$ cat config.mk
export PLATFORM = sky130hd
export DESIGN_NAME = data_mem_arbiter
export DESIGN_NICKNAME = d
export VERILOG_FILES = /design/src/rtl/data_mem_arbiter.sv
export SDC_FILE = /design/constraint.sdc
export NUM_CORES = 1
export LEC_CHECK = 0
export ABC_CLOCK_PERIOD_IN_PS = 3350
export CAP_MARGIN = 40
export CORE_ASPECT_RATIO = 1.5
export CORE_MARGIN = 1
export CORE_UTILIZATION = 35
export DETAILED_ROUTE_END_ITERATION = 6
export PLACE_DENSITY = 0.86
export SLEW_MARGIN = 20
export SYNTH_ARGS = -nofsm -noshare
export SYNTH_HDL_FRONTEND = slang
export SYNTH_SLANG_ARGS = --single-unit
$ cat constraint.sdc
create_clock -name clk_50M -period 3.35 [get_ports clk_50M]
set_input_delay 0.67 -clock clk_50M [delete_from_list [all_inputs] [get_ports clk_50M]]
set_output_delay 0.67 -clock clk_50M [all_outputs]
set_load 0.02 [all_outputs]
$ cat src/rtl/data_mem_arbiter.sv
// Arbitrates the shared data memory port between the CPU load/store unit and
// the UART debug controller. Round-robin between the two masters with a debug
// lock; one registered access per cycle; read data is returned to its issuer
// through an in-flight tag shift register.
module data_mem_arbiter #(
  parameter int unsigned READ_LATENCY = 1
) (
  input  logic        clk_50M,
  input  logic        rst_n,
  // CPU load/store side
  input  logic        cpu_req,
  input  logic        cpu_we,
  input  logic [15:0] cpu_addr,
  input  logic [17:0] cpu_wdata,
  output logic        cpu_gnt,
  output logic        cpu_rvalid,
  output logic [17:0] cpu_rdata,
  output logic        cpu_stall,
  // UART debug side
  input  logic        dbg_req,
  input  logic        dbg_we,
  input  logic [15:0] dbg_addr,
  input  logic [17:0] dbg_wdata,
  output logic        dbg_gnt,
  output logic        dbg_rvalid,
  output logic [17:0] dbg_rdata,
  input  logic        dbg_lock,
  // Memory side
  output logic [15:0] mem_address,
  output logic [17:0] mem_write,
  output logic        mem_wren,
  input  logic [17:0] mem_read
);

  // One tag slot per cycle between grant and data return.
  localparam int unsigned Depth = READ_LATENCY + 1;

  typedef enum logic {OwnCpu = 1'b0, OwnDbg = 1'b1} owner_e;

  owner_e           last_winner_q, last_winner_d;
  logic [Depth-1:0] tag_valid_q;
  logic [Depth-1:0] tag_owner_q;
  logic             any_gnt;
  logic             sel_dbg;
  logic             push_read;

  // Grant decision: lock forces debug-only, otherwise round-robin on ties.
  always_comb begin
    cpu_gnt       = 1'b0;
    dbg_gnt       = 1'b0;
    last_winner_d = last_winner_q;
    if (dbg_lock) begin
      dbg_gnt = dbg_req;
    end else if (cpu_req && dbg_req) begin
      cpu_gnt = (last_winner_q == OwnDbg);
      dbg_gnt = (last_winner_q == OwnCpu);
    end else begin
      cpu_gnt = cpu_req;
      dbg_gnt = dbg_req;
    end
    if (cpu_gnt) begin
      last_winner_d = OwnCpu;
    end else if (dbg_gnt) begin
      last_winner_d = OwnDbg;
    end
  end

  assign any_gnt   = cpu_gnt | dbg_gnt;
  assign sel_dbg   = dbg_gnt;
  assign push_read = any_gnt && !(sel_dbg ? dbg_we : cpu_we);
  assign cpu_stall = cpu_req && !cpu_gnt;

  // Round-robin history; reset favours the CPU on the first tie.
  always_ff @(posedge clk_50M or negedge rst_n) begin
    if (!rst_n) begin
      last_winner_q <= OwnDbg;
    end else begin
      last_winner_q <= last_winner_d;
    end
  end

  // Memory-side issue stage: address/data hold when idle, wren is a pulse.
  always_ff @(posedge clk_50M or negedge rst_n) begin
    if (!rst_n) begin
      mem_address <= '0;
      mem_write   <= '0;
      mem_wren    <= 1'b0;
    end else begin
      mem_wren <= 1'b0;
      if (any_gnt) begin
        mem_address <= sel_dbg ? dbg_addr  : cpu_addr;
        mem_write   <= sel_dbg ? dbg_wdata : cpu_wdata;
        mem_wren    <= sel_dbg ? dbg_we    : cpu_we;
      end
    end
  end

  // In-flight read tags; the last slot lines up with valid mem_read data.
  always_ff @(posedge clk_50M or negedge rst_n) begin
    if (!rst_n) begin
      tag_valid_q <= '0;
      tag_owner_q <= '0;
    end else begin
      tag_valid_q <= {tag_valid_q[Depth-2:0], push_read};
      tag_owner_q <= {tag_owner_q[Depth-2:0], sel_dbg};
    end
  end

  assign cpu_rvalid = tag_valid_q[Depth-1] && (tag_owner_q[Depth-1] == OwnCpu);
  assign dbg_rvalid = tag_valid_q[Depth-1] && (tag_owner_q[Depth-1] == OwnDbg);
  assign cpu_rdata  = mem_read;
  assign dbg_rdata  = mem_read;

endmodule

# Yosys cells after proc, flatten, opt, wreduce, memory -nomap -nowiden
# Cells that the tools add are included.
[totals]
output_inout_bits = 76
inputBits = 93
elab_cells = 27
regBits = 40
[op_classes]
mux = 10
bitwise_logic = 3
reduce_logical = 8
[op_table]
columns = ["operator", "count"]
rows = [
  ["$mux 18", 1],
  ["$mux 16", 1],
  ["$mux 1", 8],
  ["$logic_and 1x1->1", 5],
  ["$logic_not 1->1", 2],
  ["$not 1->1", 2],
  ["$reduce_bool 2->1", 1],
  ["$or 1x1->1", 1],
]

# Longest topological paths before layout
# Gate-level depths: netlist of run 1.
[logic_depth]
word_depth = 6
depth_mapped = 6
mapped_depth_nobuf = 3

# Least setup slack after synthesis of run 1
# OpenSTA, ideal clock, no wires.
[synth_timing]
path_type = "input-to-output"
from = "input dbg_req"
to = "output cpu_stall"
required_ps = 2680
t_arrival_ps = 1589
stages = 6
setup_slack_ps = 1091
cell_sequence = "buf_6 > inv_2 > o21a_1 > buf_6 > buf_6 > nor2b_1"
[synth_via]
elab_chain_cells = 5
[synth_lines]
columns = ["item", "line_no", "rtl"]
rows = [
  ["from (decl)", "20", "input logic dbg_req,"],
  ["$logic_and 1x1->1", "54", "end else if (cpu_req && dbg_req) begin"],
  ["$mux 1", "54", ""],
  ["$mux 1", "52", "if (dbg_lock) begin"],
  ["named net cpu_gnt", "15", "output logic cpu_gnt,"],
  ["$logic_not 1->1", "71", "assign cpu_stall = cpu_req && !cpu_gnt;"],
  ["$logic_and 1x1->1", "71", ""],
  ["to (decl)", "18", "output logic cpu_stall,"],
]
# The timed path passes the listed nets, and every way through them passes these cells.

# Final worst setup path of run 1
[layout_timing]
from = "input dbg_req"
to = "output cpu_stall"
[layout_via]
elab_chain_cells = 5
[layout_lines]
columns = ["item", "line_no"]
rows = [
  ["$logic_and 1x1->1", "54"],
  ["$mux 1", "54"],
  ["$mux 1", "52"],
  ["$logic_not 1->1", "71"],
  ["$logic_and 1x1->1", "71"],
]
# No other way between the ends.

==> results of run 1 <==
[cells in the mapped netlist]
cell type / instances / area, um2
a22o_1: 1 / 8.760
dfrtp_1: 39 / 975.9
and2_1: 1 / 6.260
o31ai_1: 1 / 7.510
inv_2: 1 / 3.750
nor2b_1: 2 / 12.51
buf_2: 6 / 30.03
nor2b_2: 1 / 8.760
dfstp_2: 1 / 26.28
a221o_1: 34 / 340.3
a211o_1: 1 / 8.760
buf_6: 5 / 56.30
a21oi_2: 1 / 8.760
buf_4: 37 / 277.8
nor3b_1: 34 / 255.2
nor2_1: 2 / 7.510
o21a_1: 1 / 7.510
a21oi_1: 1 / 5.000
clkbuf_1: 3 / 11.26
[per-layer routing]
layer,vias up,wire [um]
li1,765,-
met4,0,255
met5,-,0
met3,28,318
met2,71,2904
met1,804,2092
[worst paths after layout]
path / from / end / slack (ns) / cells after the start
max in group asynchronous: rst_n / tag_owner_q[1] / 2.59 / 2
worst min-delay path: rst_n / mem_address[2] / 0.30 / 1
worst max-delay path: dbg_req / cpu_stall / 0.43 / 5
worst min register to register: tag_valid_q[0] / tag_valid_q[1] / 0.35 / 0
worst max register to register: last_winner_q / mem_write[17] / 1.89 / 3
min in group clk_50M: tag_valid_q[0] / tag_valid_q[1] / 0.35 / 0
[flip-flops by register name (all words and copies together), names as in the netlist]
| register | count |
|---|---|
| tag_owner_q | 2 |
| last_winner_q | 1 |
| mem_address | 16 |
| mem_write | 18 |
| mem_wren | 1 |
| tag_valid_q | 2 |
[final cells by class]
class | count | area, um2
Clock buffer | 7 | 86.33
Clock inverter | 1 | 7.507
Fill cell | 491 | 2504
Inverter | 1 | 3.754
Multi-Input combinational cell | 80 | 689.4
Sequential cell | 40 | 1002
Tap cell | 70 | 87.58
Timing Repair Buffer | 120 | 1194
[through the flow]
stage / setup slack (ns) / total power, uW / utilization [%]
finish: 0.4319 / 1313 / 55.08
floorplan: 1.091 / 820.1 / -
CTS: 0.4117 / 1333 / 55.08
detailed placement: 0.4256 / 995.3 / 53.40
global placement: 0.4385 / 983.7 / 53.04
global route: 0.3271 / 1382 / 55.08
[where the power goes]
| part | internal [uW] | switching (uW) | leakage [uW] |
|---|---|---|---|
| logic | 237 | 178 | 0.000674 |
| registers | 539 | 26.7 | 0.000487 |
| clock network | 167 | 164 | 0.0000445 |
| total | 944 | 369 | 0.00120 |
[worst register-to-register path, cell delays in order (launching register included)]
cell and delay, ns:
dfstp_2 0.60, a21oi_4 0.07, buf_4 0.26, a221o_1 0.41
[logic make-up after synthesis]
group	after synthesis
AND/OR/NAND/NOR	40
flip-flops	40
buffers and inverters	52
AO/OA/AOI/OAI	40
==> impl_metrics.json, run 1 <==
{
  "syn_inst": 172,
  "synthAdderAreaFrac_pct": 0,
  "drc_errors": 0,
  "grt_pass1_wl_um": 8528,
  "pin_count": 169,
  "start_util_pct": 36.92,
  "yosys.area_share.simple_pct": 14.10,
  "synthMuxAreaShare_pct": 0,
  "grt_usage_pct": 18.34,
  "fmax_mhz": 342.7,
  "ctsHoldBuffers": 0,
  "ir_worst_vdd_v": 0.0002392,
  "rows": 33,
  "hold-worst-slack_ns": 0.2994,
  "crit_path_max_incr_delay_ns": 0.62,
  "ys_seq_area_share_pct": 48.69,
  "cts_buffer_depth": 2,
  "p_per_area_nw_per_um2": 427.6,
  "end_kind": "output port",
  "cts_tree": "yes",
  "ctsResizeCount": 0,
  "synth-xor-area-share_pct": 0,
  "numCtsBuffers": 5,
  "critical_path.slowest_cell": "clkdlybuf4s50_1",
  "io_buffers": 114,
  "grt_overflow": 0,
  "grt_pass1_vias": 1692,
  "dieArea_um2": 6198,
  "placed_area_um2": 2977,
  "required_ns": 2.68,
  "start_kind": "input pin",
  "cp_num_buf_inv": 3,
  "wl_um": 5569,
  "yosysWarnings": 0,
  "clkSlewWorstSetupHoldPaths_ns": 0.07,
  "syn2layout_area_growth_pct": 49.18,
  "clock_latency_ns": 0.28,
  "place_inst": 311,
  "gr-usage-met2_pct": 31.75,
  "critPathMaxFanout": 4,
  "numClockSinks": 40,
  "use_met3_pct": 3.555,
  "layout_commonest_cell": "clkdlybuf4s50_1",
  "maxCapViolations": 0,
  "rsz0062_at_grt": "no",
  "antenna_cells": 0,
  "htree_levels": 2,
  "syn_avg_cell_area_um2": 11.97,
  "clock_skew_ns": 0.003164,
  "synth_top_family_by_area": "compound AO/OA/AOI/OAI gates",
  "synth_seq_cells": 40,
  "hold_viol": 0,
  "synth_cell_type_count": 19,
  "die_w_um": 64.62,
  "relSlewSlack_pct": 72.03,
  "syn-num-nets": 265,
  "setup_violations": 0,
  "layout.nets": 341,
  "grt_max_degree": 38,
  "synth_compound_area_share_pct": 18.78,
  "postCtsSetupRepairBufs": 0,
  "grt_util_met1_pct": 20.31,
  "netlist_area_um2": 2058,
  "crit_type": "input pin to output port",
  "crit_chain": "clkdlybuf4s50_1 > inv_2 > o21a_1 > nor2b_1 > clkdlybuf4s50_1",
  "min_period_over_period_pct": 87.11,
  "hold_path_class": "input pin to asynchronous set/reset pin",
  "vias_per_cell": 5.229,
  "layout_common_cells": "clkdlybuf4s50_1 (113), dfrtp_1 (39), nor3b_1 (34), a221o_1 (34), clkbuf_8 (6)",
  "layout_min_cycle_time_ns": 2.918,
  "instances_no_fill": 319,
  "status": "completed",
  "tns_ns": 0,
  "antenna_found_initial": 0,
  "grt-busiest-layer": "met2",
  "gp_congestion": 0.7807,
  "slew_violations": 0,
  "wl_per_cell_um": 17.46,
  "drt_iter0_markers": 43,
  "ant_nets": 0,
  "cts-root-buf": "clkbuf_8",
  "p_leak_uw": 0.001205,
  "tightestPinTransition_ns": 0.4195,
  "drive_above_1_share_pct": 7.229,
  "vias": 1668,
  "die_y_um": 95.92,
  "crit_arrival_ns": 2.25,
  "fin_area_um2": 3070,
  "cp_top_family": "buffers and inverters",
  "place_hpwl_um": 3925,
  "coreArea_um2": 5574,
  "crit_top_cell": "clkdlybuf4s50_1",
  "drtPass1Iterations": 6
}
Power figures use the tool's default switching activity.
==> run 2: changes to the inputs <==
- CORE_ASPECT_RATIO: 1.5 -> 1.25
- PLACE_DENSITY: 0.86 -> 0.95
==> impl_metrics.json, run 2 (synthesis gave the netlist of run 1 again) <==
{
  "status": "finished with violations",
  "violations": "design-rule violations",
  "rsz0062_at_grt": "no",
  "antenna_cells": 0,
  "gp_congestion": 0.7595,
  "tightestPinTransition_ns": 0.4134,
  "htree_levels": 2,
  "place_hpwl_um": 3878,
  "crit_chain": "clkdlybuf4s50_1 > inv_2 > o21a_1 > nor2b_1 > clkdlybuf4s50_1",
  "p_per_area_nw_per_um2": 444.2,
  "hold_path_class": "input pin to asynchronous set/reset pin",
  "r2r-end": "mem_write[16]",
  "layout_min_cycle_time_ns": 2.924,
  "reg2reg_slack_ns": 1.89,
  "crit_top_cell": "clkdlybuf4s50_1",
  "layout_common_cells": "clkdlybuf4s50_1 (113), dfrtp_1 (39), nor3b_1 (34), a221o_1 (34)",
  "syn2layout_area_growth_pct": 49.48,
  "maxCapViolations": 0,
  "p_leak_uw": 0.001215,
  "start_util_pct": 37.05,
  "place_inst": 305,
  "pin_count": 169,
  "crit_arrival_ns": 2.25,
  "ant_nets": 0,
  "grt_usage_pct": 18.15,
  "setup_slack_ns": 0.4257,
  "drc_errors": 28,
  "reg2reg_depth": 3,
  "postCtsSetupRepairBufs": 0,
  "required_ns": 2.68,
  "hold_viol": 0,
  "ir_worst_vdd_v": 0.0002358,
  "rows": 30,
  "cts_buffer_depth": 2,
  "antenna_found_initial": 0,
  "numCtsBuffers": 5,
  "die_y_um": 87.74,
  "numClockSinks": 40,
  "clock_skew_ns": 0.001832,
  "grt_max_degree": 38,
  "instances_no_fill": 313,
  "start_kind": "input pin",
  "slew_violations": 0,
  "cp_num_buf_inv": 3,
  "critPathMaxFanout": 3,
  "crit_path_max_incr_delay_ns": 0.62,
  "largest_reg_flops": 18,
  "wl_um": 5529,
  "grt_overflow": 0,
  "grt_pass1_wl_um": 8673,
  "drive_above_1_share_pct": 7.229,
  "setup_violations": 0,
  "min_period_over_period_pct": 87.29,
  "cts-root-buf": "clkbuf_8",
  "post-place-ws_ns": 0.4485,
  "ctsHoldBuffers": 0,
  "io_buffers": 114,
  "reg_top3": "mem_write x18, mem_address x16",
  "crit_type": "input pin to output port",
  "regMostFlops": "mem_write",
  "ctsResizeCount": 0,
  "wl_per_cell_um": 17.66,
  "cp_top_family": "buffers and inverters",
  "coreArea_um2": 5555,
  "fmax_mhz": 342.0,
  "vias_per_cell": 5.396,
  "relSlewSlack_pct": 72.44,
  "layout_commonest_cell": "clkdlybuf4s50_1",
  "critical_path.slowest_cell": "clkdlybuf4s50_1",
  "grt_pass1_vias": 1808,
  "clkSlewWorstSetupHoldPaths_ns": 0.08,
  "tns_ns": 0,
  "layout.nets": 341,
  "end_kind": "output port",
  "cts_tree": "yes",
  "clock_latency_ns": 0.28,
  "die_w_um": 70.59,
  "vias": 1689,
  "drtPass1Iterations": 6,
  "drt_iter0_markers": 109,
  "dieArea_um2": 6193,
  "timing.rr.start": "last_winner_q"
}
run 2: changes by cell type in the layout (fill, tap and decap cells not counted), sizes merged:
| cell | previous run | this run |
|---|---|---|
| bufinv | 0 | 1 |
| clkbuf | 7 | 6 |
| clkinv | 0 | 1 |
| clkinvlp | 1 | 0 |
run 2: how the worst max path moves through the flow:
stage	slack, ns	start	cells after the start	to
CTS	0.42	dbg_req	5	cpu_stall
global route	0.39	dbg_req	5	cpu_stall
global placement	0.46	dbg_req	5	cpu_stall
detailed placement	0.45	dbg_req	5	cpu_stall
finish	0.43	dbg_req	5	cpu_stall
floorplan	1.09	dbg_req	6	cpu_stall
run 2: final cells by class:
cell class,instances,area (um2)
timing repair buffer,120,1194
fill,484,2479
tap,64,80.08
clock inverter,2,35.03
multi-input combinational,80,689.4
sequential,40,1002
clock buffer,6,72.57
inverter,1,3.754
run 2: where the power goes:
part	total (uW)	switching (uW)	internal, uW
registers	566	26.9	539
clock network	385	164	221
logic	416	178	237
run 2: per-layer routing:
metal	part of all wire (%)	wire, um	vias to the layer above	track usage, %
li1	-	-	761	-
met1	39	2149	833	20.17
met2	51	2814	84	32.83
met3	8.5	469	11	5.178
met4	1.7	95	0	7.455
met5	0	0	-	0
run 2: through the flow:
step                total power [uW]  util, %  cell area (um2)  hold slack (ns)
floorplan                      820.1        -             2058           0.3312
global route                    1437    55.38             3077           0.2949
CTS                             1386    55.38             3077           0.2845
finish                          1367    55.38             3077           0.2844
detailed placement             994.4    53.45             2969           0.3363
global placement               981.6    53.09             2949           0.3310
==> RTL edit: new RTL, config.mk and constraints of run 2 <==
`READ_LATENCY`: 1 -> 2.
--- a/src/rtl/data_mem_arbiter.sv
+++ b/src/rtl/data_mem_arbiter.sv
@@ -3,7 +3,7 @@
 // lock; one registered access per cycle; read data is returned to its issuer
 // through an in-flight tag shift register.
 module data_mem_arbiter #(
-  parameter int unsigned READ_LATENCY = 1
+  parameter int unsigned READ_LATENCY = 2
 ) (
   input  logic        clk_50M,
   input  logic        rst_n,
Formal check against the unedited RTL: not equivalent (a bounded check fails within 4 cycles, from zero or initial values and one cycle with rst_n low).
==> RTL edit against run 2 <==
Total power decreased by 3.2%; sequential cell count increased by 2; clock power decreased by 19%; largest power group unchanged; setup slack improved by 0.044 ns; area after synthesis increased by 2.4%; routed wire length increased by 1.1%; design area increased by 1.4%; count of clock-buffer cells in the layout unchanged; clock skew increased by 0.0080 ns.
==> RTL edit: results (changes against run 2) <==
[placed_design]
gp_congestion = 0.7091  ; -6.6%
dp.final_hpwl_microns = 4003  ; +3.2%

[power_and_ir_drop]
ir_drop_mv = 0.2460  ; +4.3%
p_leak_nw = 1.238  ; +1.9%

[route]
drt-met1-wl_microns = 2104  ; -2.1%
drtIter0Drc = 87  ; -20%
avgViaCountPerCell = 5.434  ; +0.70%
wl_microns = 5589  ; +1.1%
wl_met3_microns = 338  ; -28%
wl_met2_microns = 3060  ; +8.7%
firstDrtPassIters = 4  ; -2

[clock_network]
htree_num_levels = 2  ; unchanged

[logic_synthesis]
synth_fp_nets = 267  ; +0.75%
synthTopCellsByCount = dfrtp_1 (41), buf_4 (37), a221o_1 (34), nor3b_1 (34), buf_2 (6)
synth-compound-area-share_pct = 18.34  ; -0.45 points
synth_area_leaders = dfrtp_1 (49%), a221o_1 (16%), buf_4 (13%)
ys_seq_area_share_pct = 49.91  ; +1.2 points

[setup_path]
path_max_fanout = 4  ; +1
cp_top_family = buffers and inverters
slowest_delay_ns = 0.60  ; -0.02 ns

[global_route]
gr-total-overflow = 0  ; unchanged
grt_pass1_wl_microns = 8832  ; +1.8%
grt_pass1_vias = 1906  ; +5.4%
grt_util_all_layers_pct = 18.30  ; +0.16 points

[layout]
drive_gt1_share_pct = 7.540  ; +0.31 points
fill_cells = 530  ; +9.5%

[sta]
skew_ns = 0.009863  ; +0.008031 ns
worst_pin_slew_ns = 0.5546  ; +0.1412 ns

[run_status]
outcome = finished clean

[RTL edit: changes by cell type in the layout (fill, tap and decap cells not counted)]
| cell | change |
|---|---|
| buf_12 | -1 |
| buf_16 | +1 |
| buf_4 | +1 |
| bufinv_16 | -1 |
| clkinv_2 | +1 |
| dfrtp_1 | +2 |
[RTL edit: where the power goes]
part	leakage, nW	switching, mW	internal [mW]
combinational	0.682	0.180	0.239
sequential	0.511	0.0284	0.566
clock	0.0450	0.166	0.145
total	1.24	0.374	0.949
[RTL edit: final timing paths]
kind                       slack, ns            from             end
setup / recovery                0.47         dbg_req       cpu_stall
setup reg to reg                1.87   last_winner_q    mem_write[2]
hold / removal                  0.36           rst_n  mem_address[4]
hold reg to reg                 0.36  tag_owner_q[0]  tag_owner_q[1]
min in group clk_50M            0.36  tag_owner_q[0]  tag_owner_q[1]
max in group asynchronous       2.49           rst_n    mem_write[7]
[RTL edit: layout make-up]
cell class / count / area [sq um] / area share (%)
Multi-Input combinational cell: 80 / 689.4 / 22.10
Sequential cell: 42 / 1052 / 33.73
Tap cell: 66 / 82.58 / 2.647
Timing Repair Buffer: 121 / 1209 / 38.75
Inverter: 1 / 3.754 / 0.1203
Clock inverter: 2 / 10.01 / 0.3209
Clock buffer: 6 / 72.57 / 2.327
[RTL edit: per-layer routing]
layer,track usage [%],vias up
met2,33.77,65
met4,8.545,0
li1,-,772
met1,19.51,876
met5,0,-
met3,4.784,15
[RTL edit: stage by stage]
stage / std cells / instance area (sq um) / setup slack [ns]
global placement: 309 / 3009 / 0.4898
CTS: 318 / 3119 / 0.4626
global route: 318 / 3119 / 0.4126
floorplan: 174 / 2108 / 1.091
detailed placement: 310 / 3037 / 0.4744
finish: 318 / 3119 / 0.4700
